==> src/rtl/ntt_out_streamer.sv <==
// ntt_out_streamer
// Reads out all N = 16*2^ADDR_W coefficients of the NTT result memory, which
// is spread across 16 banks, and presents them as a valid/ready stream.
// Each coefficient index e maps to bank e[3:0] at address e[IDX_W-1:4].
// Banks have one cycle of read latency, so the mux select follows the
// read by one cycle. Returned words go into a 2-entry output buffer.
//
// Ports:
//   clk, rst_n        clock, asynchronous active-low reset
//   start, bit_rev    readout request and order (bit_rev sampled with start)
//   bank_re/bank_addr shared read enable and address to all 16 banks
//   sel_out           16:1 output mux select, valid in the bank data cycle
//   Q_out             mux output (bank read data)
//   out_data/out_valid/out_ready/out_last  output stream
//   busy, done        run status and one-cycle completion pulse
module ntt_out_streamer #(
  parameter int DATA_W = 16,
  parameter int ADDR_W = 4
) (
  input  logic              clk,
  input  logic              rst_n,
  input  logic              start,
  input  logic              bit_rev,
  output logic              bank_re,
  output logic [ADDR_W-1:0] bank_addr,
  output logic [3:0]        sel_out,
  input  logic [DATA_W-1:0] Q_out,
  output logic [DATA_W-1:0] out_data,
  output logic              out_valid,
  input  logic              out_ready,
  output logic              out_last,
  output logic              busy,
  output logic              done
);

  localparam int IDX_W = ADDR_W + 4;
  localparam int CNT_W = IDX_W + 1;
  localparam logic [CNT_W-1:0] LAST_K = CNT_W'((1 << IDX_W) - 1);

  typedef enum logic [1:0] {
    S_IDLE  = 2'd0,
    S_RUN   = 2'd1,
    S_DRAIN = 2'd2,
    S_DONE  = 2'd3
  } state_t;

  state_t              r_state;
  state_t              w_next_state;
  logic [CNT_W-1:0]    r_k;
  logic                r_bitrev;
  logic                r_inflight;
  logic                r_inflight_last;
  logic [3:0]          r_sel;
  logic [1:0]          r_cnt;
  logic [DATA_W-1:0]   r_data0;
  logic [DATA_W-1:0]   r_data1;
  logic                r_last0;
  logic                r_last1;

  logic [IDX_W-1:0]    w_e;
  logic                w_pop;
  logic                w_credit;
  logic                w_issue;
  logic                w_last_issue;

  function automatic logic [IDX_W-1:0] bit_reverse(input logic [IDX_W-1:0] v);
    logic [IDX_W-1:0] r;
    for (int i = 0; i < IDX_W; i++) begin
      r[i] = v[IDX_W-1-i];
    end
    return r;
  endfunction

  assign w_e   = r_bitrev ? bit_reverse(r_k[IDX_W-1:0]) : r_k[IDX_W-1:0];
  assign w_pop = (r_cnt != 2'd0) & out_ready;
  // Buffered + in-flight words, less the one leaving this cycle, must leave
  // room for one more so the 2-entry buffer can never overflow.
  assign w_credit     = (({1'b0, r_cnt} + {2'b00, r_inflight}) - {2'b00, w_pop}) < 3'd2;
  assign w_issue      = (r_state == S_RUN) & w_credit;
  assign w_last_issue = w_issue & (r_k == LAST_K);

  assign bank_re   = w_issue;
  assign bank_addr = w_issue ? w_e[IDX_W-1:4] : {ADDR_W{1'b0}};
  assign sel_out   = r_sel;
  assign out_data  = r_data0;
  assign out_valid = (r_cnt != 2'd0);
  // The head flag may hold a stale value once the buffer empties.
  assign out_last  = r_last0 & (r_cnt != 2'd0);
  assign busy      = (r_state != S_IDLE);
  assign done      = (r_state == S_DONE);

  // State register.
  always_ff @(posedge clk or negedge rst_n) begin
    if (!rst_n) begin
      r_state <= S_IDLE;
    end else begin
      r_state <= w_next_state;
    end
  end

  // Next-state logic; start is only honoured from IDLE.
  always_comb begin
    w_next_state = r_state;
    case (r_state)
      S_IDLE: begin
        if (start) w_next_state = S_RUN;
        else       w_next_state = S_IDLE;
      end
      S_RUN: begin
        if (w_last_issue) w_next_state = S_DRAIN;
        else              w_next_state = S_RUN;
      end
      S_DRAIN: begin
        if (w_pop & r_last0 & ~r_inflight) w_next_state = S_DONE;
        else                               w_next_state = S_DRAIN;
      end
      S_DONE: begin
        w_next_state = S_IDLE;
      end
      default: begin
        w_next_state = S_IDLE;
      end
    endcase
  end

  // Beat counter, order latch, in-flight tracking and mux select.
  always_ff @(posedge clk or negedge rst_n) begin
    if (!rst_n) begin
      r_k             <= {CNT_W{1'b0}};
      r_bitrev        <= 1'b0;
      r_inflight      <= 1'b0;
      r_inflight_last <= 1'b0;
      r_sel           <= 4'd0;
    end else begin
      if ((r_state == S_IDLE) && start) begin
        r_k      <= {CNT_W{1'b0}};
        r_bitrev <= bit_rev;
      end else if (w_issue) begin
        r_k <= r_k + {{(CNT_W-1){1'b0}}, 1'b1};
      end
      r_inflight      <= w_issue;
      r_inflight_last <= w_last_issue;
      if (w_issue) begin
        r_sel <= w_e[3:0];
      end
    end
  end

  // 2-entry output buffer: entry 0 is the head driving the stream outputs.
  always_ff @(posedge clk or negedge rst_n) begin
    if (!rst_n) begin
      r_cnt   <= 2'd0;
      r_data0 <= {DATA_W{1'b0}};
      r_data1 <= {DATA_W{1'b0}};
      r_last0 <= 1'b0;
      r_last1 <= 1'b0;
    end else begin
      case ({r_inflight, w_pop})
        2'b10: begin
          if (r_cnt == 2'd0) begin
            r_data0 <= Q_out;
            r_last0 <= r_inflight_last;
          end else begin
            r_data1 <= Q_out;
            r_last1 <= r_inflight_last;
          end
          r_cnt <= r_cnt + 2'd1;
        end
        2'b01: begin
          if (r_cnt == 2'd2) begin
            r_data0 <= r_data1;
            r_last0 <= r_last1;
          end
          r_cnt <= r_cnt - 2'd1;
        end
        2'b11: begin
          if (r_cnt == 2'd1) begin
            r_data0 <= Q_out;
            r_last0 <= r_inflight_last;
          end else begin
            r_data0 <= r_data1;
            r_last0 <= r_last1;
            r_data1 <= Q_out;
            r_last1 <= r_inflight_last;
          end
        end
        default: begin
          r_cnt <= r_cnt;
        end
      endcase
    end
  end

endmodule
==> config.mk <==
export PLATFORM = sky130hd
export DESIGN_NAME = ntt_out_streamer
export DESIGN_NICKNAME = d
export VERILOG_FILES = /design/src/rtl/ntt_out_streamer.sv
export SDC_FILE = /design/constraint.sdc
export NUM_CORES = 1
export LEC_CHECK = 0
export CAP_MARGIN = 20
export CORE_UTILIZATION = 40
export CTS_CLUSTER_SIZE = 28
export DETAILED_ROUTE_END_ITERATION = 10
export PLACE_DENSITY = 0.75
export RECOVER_POWER = 100
export SYNTH_ARGS = -nofsm -noshare
export SYNTH_HDL_FRONTEND = slang
export SYNTH_SLANG_ARGS = --single-unit
==> constraint.sdc <==
create_clock -name clk -period 7.34 [get_ports clk]
set_input_delay 1.835 -clock clk [delete_from_list [all_inputs] [get_ports clk]]
set_output_delay 1.835 -clock clk [all_outputs]
set_load 0.005 [all_outputs]
==> results of run 1 <==
## metrics by stage
step | worst slack (ps) | instances | hold slack, ps | area (sq um) | utilization, %
floorplan | 2096 | 227 | 464.1 | 2580 | -
global placement | 948.6 | 342 | 459.8 | 3100 | 51.16
detailed placement | 911.4 | 343 | 474.0 | 3128 | 51.61
CTS | 894.5 | 350 | 496.5 | 3236 | 53.39
global route | 445.8 | 350 | 506.9 | 3214 | 53.03
finish | 657.2 | 350 | 483.8 | 3214 | 53.03
## cell type report
class | instances | area, sq um | share of cell area [%]
Sequential cell | 54 | 1351 | 42.04
Multi-Input combinational cell | 153 | 1104 | 34.33
Clock inverter | 2 | 38.79 | 1.207
Timing Repair Buffer | 52 | 524.3 | 16.31
Tap cell | 75 | 93.84 | 2.919
Inverter | 9 | 33.78 | 1.051
Clock buffer | 5 | 68.82 | 2.141
## final timing paths
path / from / end / slack, ps / cells after the start
min reg2reg: out_data[8] / out_data[8] / 480 / 2
min in group asynchronous: rst_n / out_data[1] / 2550 / 2
max reg2reg: r_cnt[1] / r_state[0] / 4150 / 11
max in group asynchronous: rst_n / r_inflight / 3180 / 2
max: out_ready / bank_addr[3] / 660 / 10
min: out_data[8] / out_data[8] / 480 / 2
## routing by layer
metal,share of wire (%),global-route usage [%]
met1,48,19.23
met2,46,26.36
met3,4.9,3.516
met4,0.61,4.561
met5,0,0
## power by group through the flow
stage	clock network (mW)	registers [mW]	logic, mW
finish	0.194	0.502	0.560
global route	0.211	0.522	0.636
CTS	0.200	0.505	0.601
detailed placement	0	0.512	0.598
global placement	0	0.506	0.561
floorplan	0	0.493	0.396
## worst max-delay path, stage by stage
cell and delay [ps]:
dlygate4sd3_1 590, nand2b_1 160, xnor2_1 190, nand2b_1 170, fa_1 490, nand3b_1 90
or2_0 380, buf_4 260, nor2_1 100, dlygate4sd3_1 570
## cell families (layout without fill, tap and decap cells)
logic type,Yosys count,after routing
compound gates,33,33
buf+inv,20,68
simple gates,63,63
xor+xnor,4,4
fa+ha+maj,6,6
mux,47,47
flops,54,54
## state kept, by name, indices dropped and copies added (netlist names), named ones only
register and cells:
out_data 16, r_bitrev 1, r_cnt 2, r_data1 16, r_inflight 1, r_inflight_last 1
r_k 9, r_last0 1, r_last1 1, r_state 1, sel_out 4
## synthesized netlist by cell type (all sizes together)
| cell type | n | area [sq um] |
|---|---|---|
| dfrtp | 54 | 1351 |
| o41ai | 1 | 16.27 |
| o311ai | 1 | 26.28 |
| xor2 | 1 | 8.760 |
| ha | 5 | 62.56 |
| mux2 | 18 | 202.7 |
| mux2i | 29 | 290.3 |
| a21oi | 1 | 5.000 |
| nand4 | 4 | 25.02 |
| nand3 | 7 | 35.03 |
| o22ai | 1 | 6.260 |
| clkbuf | 3 | 11.26 |
| buf | 8 | 68.81 |
| a21o | 2 | 15.01 |
| nand3b | 1 | 7.510 |
| and3 | 1 | 6.260 |
| a211o | 1 | 8.760 |
| nand2 | 32 | 120.1 |
| nor2 | 9 | 33.78 |
| nand2b | 3 | 26.27 |
| o21ai | 25 | 125.1 |
| fa | 1 | 20.02 |
| and2 | 2 | 15.02 |
| or2 | 1 | 6.260 |
| nor4 | 1 | 6.260 |
| inv | 9 | 33.78 |
| xnor2 | 3 | 26.28 |
| o31ai | 1 | 7.510 |
| nor2b | 2 | 12.51 |
==> impl_metrics.env, run 1 <==
export IMPL_syn_inst=227
export IMPL_detail_route_antenna_nets=0
export IMPL_synth_xor_area_share_pct=1.358
export IMPL_synth_simple_gate_area_share_pct=11.40
export IMPL_failing_checks="max-capacitance violations, max-slew violations"
export IMPL_filler_cell_count=536
export IMPL_globalRoute_totalOverflow=0
export IMPL_clock_sink_count=54
export IMPL_initial_core_util_pct=42.57
export IMPL_power_static_leakage_nw=1.527
export IMPL_syn_nets=254
export IMPL_coreArea_sq_mm=0.006061
export IMPL_synth_cell_type_count=34
export IMPL_period_needed_ps=6683
export IMPL_worst_setup_path_type="primary input to output pin"
export IMPL_finalClockSkew_ps=7.670
export IMPL_layout_nets=302
export IMPL_seq_power_share_pct=40.0
export IMPL_die_x_microns=82.31
export IMPL_clock_power_share_pct=15.4
export IMPL_power_mw=1.256
export IMPL_pin_count_of_the_biggest_net_entering_global_routing=55
export IMPL_dieArea_sq_mm=0.006775
export IMPL_drc_errors=0
export IMPL_diodes=0
export IMPL_critPathMaxFanout=12
export IMPL_wl_mm=4.773
export IMPL_cts_resized=0
export IMPL_first_global_vias=1741
export IMPL_ys_warnings_count=0
export IMPL_pwr_share_comb_pct=44.6
export IMPL_startpoint_type="primary input"
export IMPL_hp_class="flop to flop"
export IMPL_min_period_over_period_pct=91.05
export IMPL_leading_cell_type_in_the_layout_fill_and_taps_excluded="dfrtp_1"
export IMPL_unrepaired_setup_endpoints_after_global_routing="false"
export IMPL_clock_tree_root_cell="clkbuf_8"
export IMPL_fraction_of_the_mapped_netlist_area_in_compound_gates_pct=8.147
export IMPL_die_h_microns=82.31
export IMPL_synth_yosys_seq_area_share_pct=52.38
export IMPL_outcome="finished with violations"
export IMPL_syn_to_final_growth_pct=24.59
export IMPL_synth_area_per_cell_sq_um=11.37
export IMPL_power_density_cell_area_mw_per_mm2=390.8
export IMPL_total_count_of_max_transition_violations_in_the_final_report=55
export IMPL_net_switching_power_uw=449.3
export IMPL_drt_pass1_iterations=4
export IMPL_netlist_area_sq_mm=0.002580
export IMPL_top_level_ports=50
export IMPL_setup_tns_final_ps=0
export IMPL_drt_vias_per_instance=5.063
export IMPL_worst_setup_hold_path_clk_slew_ps=100
export IMPL_largest_family_of_logic_cells_by_synthesized_area="multiplexers"
export IMPL_cts_tree="done"
export IMPL_required_time_at_the_worst_slack_endpoint_ps=5510
export IMPL_cts_htree_levels=2
export IMPL_worstSetupEndpointType="output pin"
export IMPL_grt_pass1_wl_mm=7.928
export IMPL_postSynthRegisterBits=54
export IMPL_worst_slew_pin_slew_ps=2863
export IMPL_ir_drop_mv=0.2112
export IMPL_grt_usage_pct=15.37
export IMPL_report_final_setup_viol=0
export IMPL_cts_inserted_buffers=5
export IMPL_ctsHoldBuffers=0
export IMPL_clk_insertion_delay_late_ps=300
export IMPL_dr_first_iter_drc_count=65
export IMPL_place_port_buffers=49
export IMPL_dp_hpwl_mm=3.319
export IMPL_post_synth_fa_ha_maj_area_fraction_pct=3.201
export IMPL_routed_via_count=1772
export IMPL_gp_congestion=0.7882
export IMPL_post_cts_setup_buffers=0
export IMPL_row_cnt=28
export IMPL_max_slew_margin_pct=-90.90
export IMPL_crit_arrival_ps=4850
export IMPL_power_internal_uw=807.0
export IMPL_layout_cells_most_common_list="dfrtp_1 (54), nand2_1 (32), dlygate4sd3_1 (30)"
export IMPL_fmax_mhz=149.6
export IMPL_cts_root_to_sink_buffers=2
export IMPL_drive_above_1_share_pct=10.91
export IMPL_synthMuxAreaShare_pct=19.11
export IMPL_max_cap_violations=1
export IMPL_grt_antenna_before_repair=0
export IMPL_power_switching_share_pct=35.77
export IMPL_routedWlPerCell_microns=13.64
export IMPL_final_hold_violation_count=0
No activity file was read; power rests on OpenSTA's default activity.
==> run 2, diff against run 1 <==
--- a/config.mk
+++ b/config.mk
@@ -9,7 +9,7 @@
 export CORE_UTILIZATION = 40
 export CTS_CLUSTER_SIZE = 28
 export DETAILED_ROUTE_END_ITERATION = 10
-export PLACE_DENSITY = 0.75
+export PLACE_DENSITY = 0.78
 export RECOVER_POWER = 100
 export SYNTH_ARGS = -nofsm -noshare
 export SYNTH_HDL_FRONTEND = slang
==> constraint.sdc (replaced) <==
create_clock -name clk -period 6 [get_ports clk]
set_input_delay 1.5 -clock clk [delete_from_list [all_inputs] [get_ports clk]]
set_output_delay 1.5 -clock clk [all_outputs]
set_load 0.005 [all_outputs]
==> run 2 against run 1 <==
The run still ends with max-capacitance violations, max-slew violations left. Global-route usage increased by 0.069 points. Hold slack got worse by 3.8 ps. Combinational power increased by 19%. Count of clock-buffer cells in the layout increased by 1. Wire length increased by 0.34%. Via count increased by 0.68%. Worst setup slack got worse by 410 ps. Core utilization decreased by 0.52 points. Critical path type unchanged. Largest power group unchanged.
==> impl_metrics.env, run 2 (same netlist as run 1, synthesis figures left out) <==
export IMPL_outcome="finished with violations"
export IMPL_failing_checks="max-capacitance violations, max-slew violations"
export IMPL_power_static_leakage_nw=1.504
export IMPL_worst_slew_pin_slew_ps=2820
export IMPL_routed_via_count=1784
export IMPL_worst_hold_startpoint="out_data[14]"
export IMPL_routedWlPerCell_microns=13.61
export IMPL_cts_root_to_sink_buffers=2
export IMPL_power_density_cell_area_mw_per_mm2=471.5
export IMPL_crit_path_cell_chain="dlygate4sd3_1, nand2b_4, xnor2_1, nand2b_1, fa_1, nand3b_1, or2_1, inv_1, clkdlybuf4s50_1"
export IMPL_finalClockSkew_ps=10.21
export IMPL_startpoint_type="primary input"
export IMPL_detail_route_wirelength_met1_mm=2.235
export IMPL_layout_nets=303
export IMPL_grt_pass1_wl_mm=7.935
export IMPL_place_port_buffers=49
export IMPL_met3WireLength_microns=189
export IMPL_clock_tree_root_cell="clkbuf_8"
export IMPL_cts_tree="done"
export IMPL_dp_hpwl_mm=3.344
export IMPL_drc_errors=0
export IMPL_final_non_filler_cells=352
export IMPL_clock_sink_count=54
export IMPL_period_needed_ps=5750
export IMPL_clk_insertion_delay_late_ps=310
export IMPL_grt_usage_pct=15.44
export IMPL_filler_cell_count=551
export IMPL_critical_path_cell_with_the_highest_stage_delay="dlygate4sd3_1"
export IMPL_gp_congestion=0.7848
export IMPL_top_level_ports=50
export IMPL_drive_above_1_share_pct=11.19
export IMPL_min_period_over_period_pct=95.83
export IMPL_final_hold_violation_count=0
export IMPL_first_global_vias=1735
export IMPL_total_count_of_max_transition_violations_in_the_final_report=55
export IMPL_grt_antenna_before_repair=0
export IMPL_hp_class="flop to flop"
export IMPL_timing_rr_start="r_cnt[1]"
export IMPL_drt_vias_per_instance=5.068
export IMPL_ctsHoldBuffers=0
export IMPL_diodes=0
export IMPL_coreArea_sq_mm=0.006061
export IMPL_detail_route_antenna_nets=0
export IMPL_cts_resized=0
export IMPL_post_cts_setup_buffers=0
export IMPL_fmax_mhz=173.9
export IMPL_dr_max_layer_used="met4"
export IMPL_required_time_at_the_worst_slack_endpoint_ps=4500
export IMPL_initial_core_util_pct=42.57
export IMPL_setup_tns_final_ps=0
export IMPL_globalRoute_totalOverflow=0
export IMPL_worstSetupEndpointType="output pin"
export IMPL_syn_to_final_growth_pct=23.38
export IMPL_dr_first_iter_drc_count=89
export IMPL_critPathMaxFanout=14
export IMPL_dp_cells=344
export IMPL_critical_path_startpoint="out_ready"
export IMPL_layout_cells_most_common_list="dfrtp_1 (54), nand2_1 (32), mux2i_1 (29)"
export IMPL_critical_path_max_stage_delay_ps=640
export IMPL_max_slew_margin_pct=-88.02
export IMPL_wl_mm=4.789
export IMPL_ir_drop_mv=0.2040
export IMPL_row_cnt=28
export IMPL_drt_pass1_iterations=3
export IMPL_die_x_microns=82.31
export IMPL_worst_setup_hold_path_clk_slew_ps=100
export IMPL_dieArea_sq_mm=0.006775
export IMPL_cts_inserted_buffers=5
export IMPL_worst_setup_path_type="primary input to output pin"
export IMPL_unrepaired_setup_endpoints_after_global_routing="false"
export IMPL_die_h_microns=82.31
export IMPL_report_final_setup_viol=0
export IMPL_cts_htree_levels=2
export IMPL_detailroute_wirelength_met2_mm=2.317
export IMPL_max_cap_violations=1
export IMPL_leading_cell_type_in_the_layout_fill_and_taps_excluded="dfrtp_1"
export IMPL_pin_count_of_the_biggest_net_entering_global_routing=55
export IMPL_crit_arrival_ps=4250
run 2: cell count changes in the layout (fill, tap and decap cells not counted), sizes merged:
| cell | delta |
|---|---|
| clkinvlp | +1 |
| clkdlybuf4s50 | +5 |
| buf | -1 |
| clkbuf | +3 |
| dlygate4sd3 | -5 |
| inv | +1 |
| clkinv | -1 |
| bufinv | -1 |
run 2: final timing paths:
| kind | to | slack [ps] | depth (start not counted) |
|---|---|---|---|
| min | out_data[14] | 480 | 2 |
| max reg2reg | r_state[0] | 2740 | 12 |
| min reg2reg | out_data[14] | 480 | 2 |
| min in group asynchronous | out_data[14] | 2190 | 2 |
| max | bank_re | 250 | 9 |
| max in group asynchronous | r_inflight | 2230 | 2 |
run 2: metal layers:
metal | GRT usage (%) | up-vias
met5 | 0 | -
met2 | 26.61 | 36
li1 | - | 874
met1 | 19.27 | 868
met3 | 3.626 | 6
met4 | 4.211 | 0
run 2: power breakdown:
part	leakage (nW)	internal [mW]	switching (mW)
Combinational	0.783	0.341	0.328
Clock	0.0478	0.0953	0.122
Sequential	0.673	0.513	0.101
run 2: layout make-up:
class	instances	area, sq um	share of cell area [%]
Inverter	9	33.78	1.061
Clock inverter	2	16.27	0.5110
Clock buffer	6	82.58	2.594
Sequential cell	54	1351	42.45
Tap cell	75	93.84	2.948
Timing Repair Buffer	53	504.2	15.84
Multi-Input combinational cell	153	1101	34.59
run 2: critical path, delay by kind of cell:
kind	cells	cell delay, ps
xor+xnor	1	150
fa+ha+maj	1	500
buf+inv	3	1320
simple gates	4	780
run 2: through the flow:
step | power (mW) | cell area, sq um | util (%) | setup WS [ps] | hold slack (ps)
6_report | 1.501 | 3183 | 52.52 | 250.1 | 480.0
5_1_grt | 1.629 | 3183 | 52.52 | 75.79 | 503.3
4_1_cts | 1.574 | 3214 | 53.03 | 312.6 | 494.7
3_5_place_dp | 1.355 | 3115 | 51.40 | 335.0 | 469.9
3_3_place_gp | 1.320 | 3115 | 51.40 | 391.5 | 460.3
2_1_floorplan | 1.087 | 2580 | - | 1426 | 464.1
==> run 3, diff against run 2 <==
--- a/config.mk
+++ b/config.mk
@@ -6,6 +6,7 @@
 export NUM_CORES = 1
 export LEC_CHECK = 0
 export CAP_MARGIN = 20
+export CORE_MARGIN = 10
 export CORE_UTILIZATION = 40
 export CTS_CLUSTER_SIZE = 28
 export DETAILED_ROUTE_END_ITERATION = 10
==> run 3 against run 2 <==
The run still ends with max-capacitance violations, max-slew violations left. Critical path depth stayed put. Via count is 1.3% lower. First-iteration DRC count is 7.9% lower. Cell count is 0.28% higher. Wire length is 6.1% higher.
==> impl_metrics.env, run 3 (same netlist as run 1, synthesis figures left out) <==
export IMPL_outcome="finished with violations"
export IMPL_failing_checks="max-capacitance violations, max-slew violations"
export IMPL_drt_pass1_iterations=4
export IMPL_worst_setup_hold_path_clk_slew_ps=90
export IMPL_top_level_ports=50
export IMPL_layout_nets=303
export IMPL_gp_congestion=0.7416
export IMPL_layout_cells_most_common_list="dfrtp_1 (54), nand2_1 (32), mux2i_1 (29)"
export IMPL_place_port_buffers=49
export IMPL_diodes=0
export IMPL_dr_first_iter_drc_count=82
export IMPL_worstSetupEndpointType="output pin"
export IMPL_multi_input_comb_area_sq_mm=0.001101
export IMPL_fmax_mhz=174.0
export IMPL_critPathMaxFanout=13
export IMPL_coreArea_sq_mm=0.006314
export IMPL_min_period_over_period_pct=95.78
export IMPL_detail_route_antenna_nets=0
export IMPL_clock_power_share_pct=16.1
export IMPL_die_x_microns=100.3
export IMPL_pin_count_of_the_biggest_net_entering_global_routing=55
export IMPL_cts_htree_levels=2
export IMPL_cts_root_to_sink_buffers=2
export IMPL_register_area_sq_mm=0.001351
export IMPL_routed_via_count=1761
export IMPL_holdWs_ps=480.7
export IMPL_required_time_at_the_worst_slack_endpoint_ps=4500
export IMPL_total_count_of_max_transition_violations_in_the_final_report=55
export IMPL_setup_tns_final_ps=0
export IMPL_max_slew_margin_pct=-89.70
export IMPL_detailroute_wirelength_met2_mm=2.414
export IMPL_globalRoute_totalOverflow=0
export IMPL_drive_above_1_share_pct=10.87
export IMPL_finalClockSkew_ps=11.75
export IMPL_syn_to_final_growth_pct=24.30
export IMPL_grt_antenna_before_repair=0
export IMPL_final_non_filler_cells=353
export IMPL_drt_vias_per_instance=4.989
export IMPL_seq_power_share_pct=39.8
export IMPL_initial_core_util_pct=40.86
export IMPL_filler_cell_count=578
export IMPL_clock_sink_count=54
export IMPL_cts_tree="done"
export IMPL_detail_route_wirelength_met1_mm=2.170
export IMPL_startpoint_type="primary input"
export IMPL_hp_class="flop to flop"
export IMPL_power_density_cell_area_mw_per_mm2=479.4
export IMPL_clock_tree_root_cell="clkbuf_8"
export IMPL_first_global_vias=1766
export IMPL_unrepaired_setup_endpoints_after_global_routing="false"
export IMPL_post_cts_setup_buffers=0
export IMPL_dp_hpwl_mm=3.647
export IMPL_power_internal_uw=989.5
export IMPL_ctsHoldBuffers=0
export IMPL_grt_pass1_wl_mm=8.625
export IMPL_ir_drop_mv=0.2233
export IMPL_worst_setup_path_type="primary input to output pin"
export IMPL_worst_slew_pin_slew_ps=2845
export IMPL_period_needed_ps=5747
export IMPL_row_cnt=29
export IMPL_clk_insertion_delay_late_ps=300
export IMPL_met3WireLength_microns=428
export IMPL_power_static_leakage_nw=1.525
export IMPL_routedWlPerCell_microns=14.40
export IMPL_net_switching_power_uw=548.0
export IMPL_max_cap_violations=1
export IMPL_pwr_share_comb_pct=44.1
export IMPL_drc_errors=0
export IMPL_leading_cell_type_in_the_layout_fill_and_taps_excluded="dfrtp_1"
export IMPL_cts_inserted_buffers=5
export IMPL_report_final_setup_viol=0
export IMPL_final_hold_violation_count=0
export IMPL_crit_arrival_ps=4250
export IMPL_dp_cells=346
export IMPL_dieArea_sq_mm=0.01006
export IMPL_power_switching_share_pct=35.64
export IMPL_cts_resized=0
export IMPL_dr_max_layer_used="met4"
export IMPL_grt_usage_pct=10.38
export IMPL_wl_mm=5.083
export IMPL_die_h_microns=100.3
run 3: area by class of cell:
cell class / count / share of cell area [%]
clock buffer: 6 / 2.575
multi-input combinational: 153 / 34.33
sequential: 54 / 42.14
timing repair buffer: 53 / 15.96
inverter: 9 / 1.053
tap: 77 / 3.004
clock inverter: 1 / 0.9364
run 3: layer usage:
metal | vias to the layer above | global-route usage, %
met4 | 0 | 3.043
met3 | 8 | 4.396
met1 | 838 | 12.66
met5 | - | 0
li1 | 870 | -
met2 | 45 | 16.32
run 3: power groups by stage:
stage / combinational (mW) / clock (mW) / sequential (mW)
floorplan: 0.484 / 0 / 0.603
global placement: 0.712 / 0 / 0.616
detailed placement: 0.744 / 0 / 0.624
CTS: 0.747 / 0.258 / 0.616
global route: 0.765 / 0.271 / 0.639
finish: 0.678 / 0.248 / 0.612
run 3: critical path: stages:
cell and delay [ps]:
dlygate4sd3_1 630, nand2b_4 90, xnor2_1 150, nand2b_1 170, fa_1 490, nand3b_1 90, or2_1 380, nor2_1 140
dlygate4sd3_1 590
run 3: worst paths after layout:
check,start,endpoint,slack (ps),depth (start not counted)
min in group asynchronous,rst_n,sel_out[1],2190,2
worst max register to register,r_cnt[1],r_k[7],2760,11
worst max-delay path,out_ready,bank_addr[2],250,9
max in group asynchronous,rst_n,r_inflight_last,2200,2
worst min register to register,out_data[0],out_data[0],480,2
worst min-delay path,out_data[0],out_data[0],480,2
run 3: metrics by stage:
step / util (%) / total power [mW] / area, sq um / setup WS (ps)
after floorplan: - / 1.087 / 2580 / 1426
after global placement: 49.27 / 1.328 / 3110 / 426.5
after detailed placement: 49.50 / 1.368 / 3126 / 366.5
after CTS: 51.29 / 1.621 / 3238 / 343.6
after global routing: 50.79 / 1.675 / 3207 / 125.5
final: 50.79 / 1.537 / 3207 / 253.4
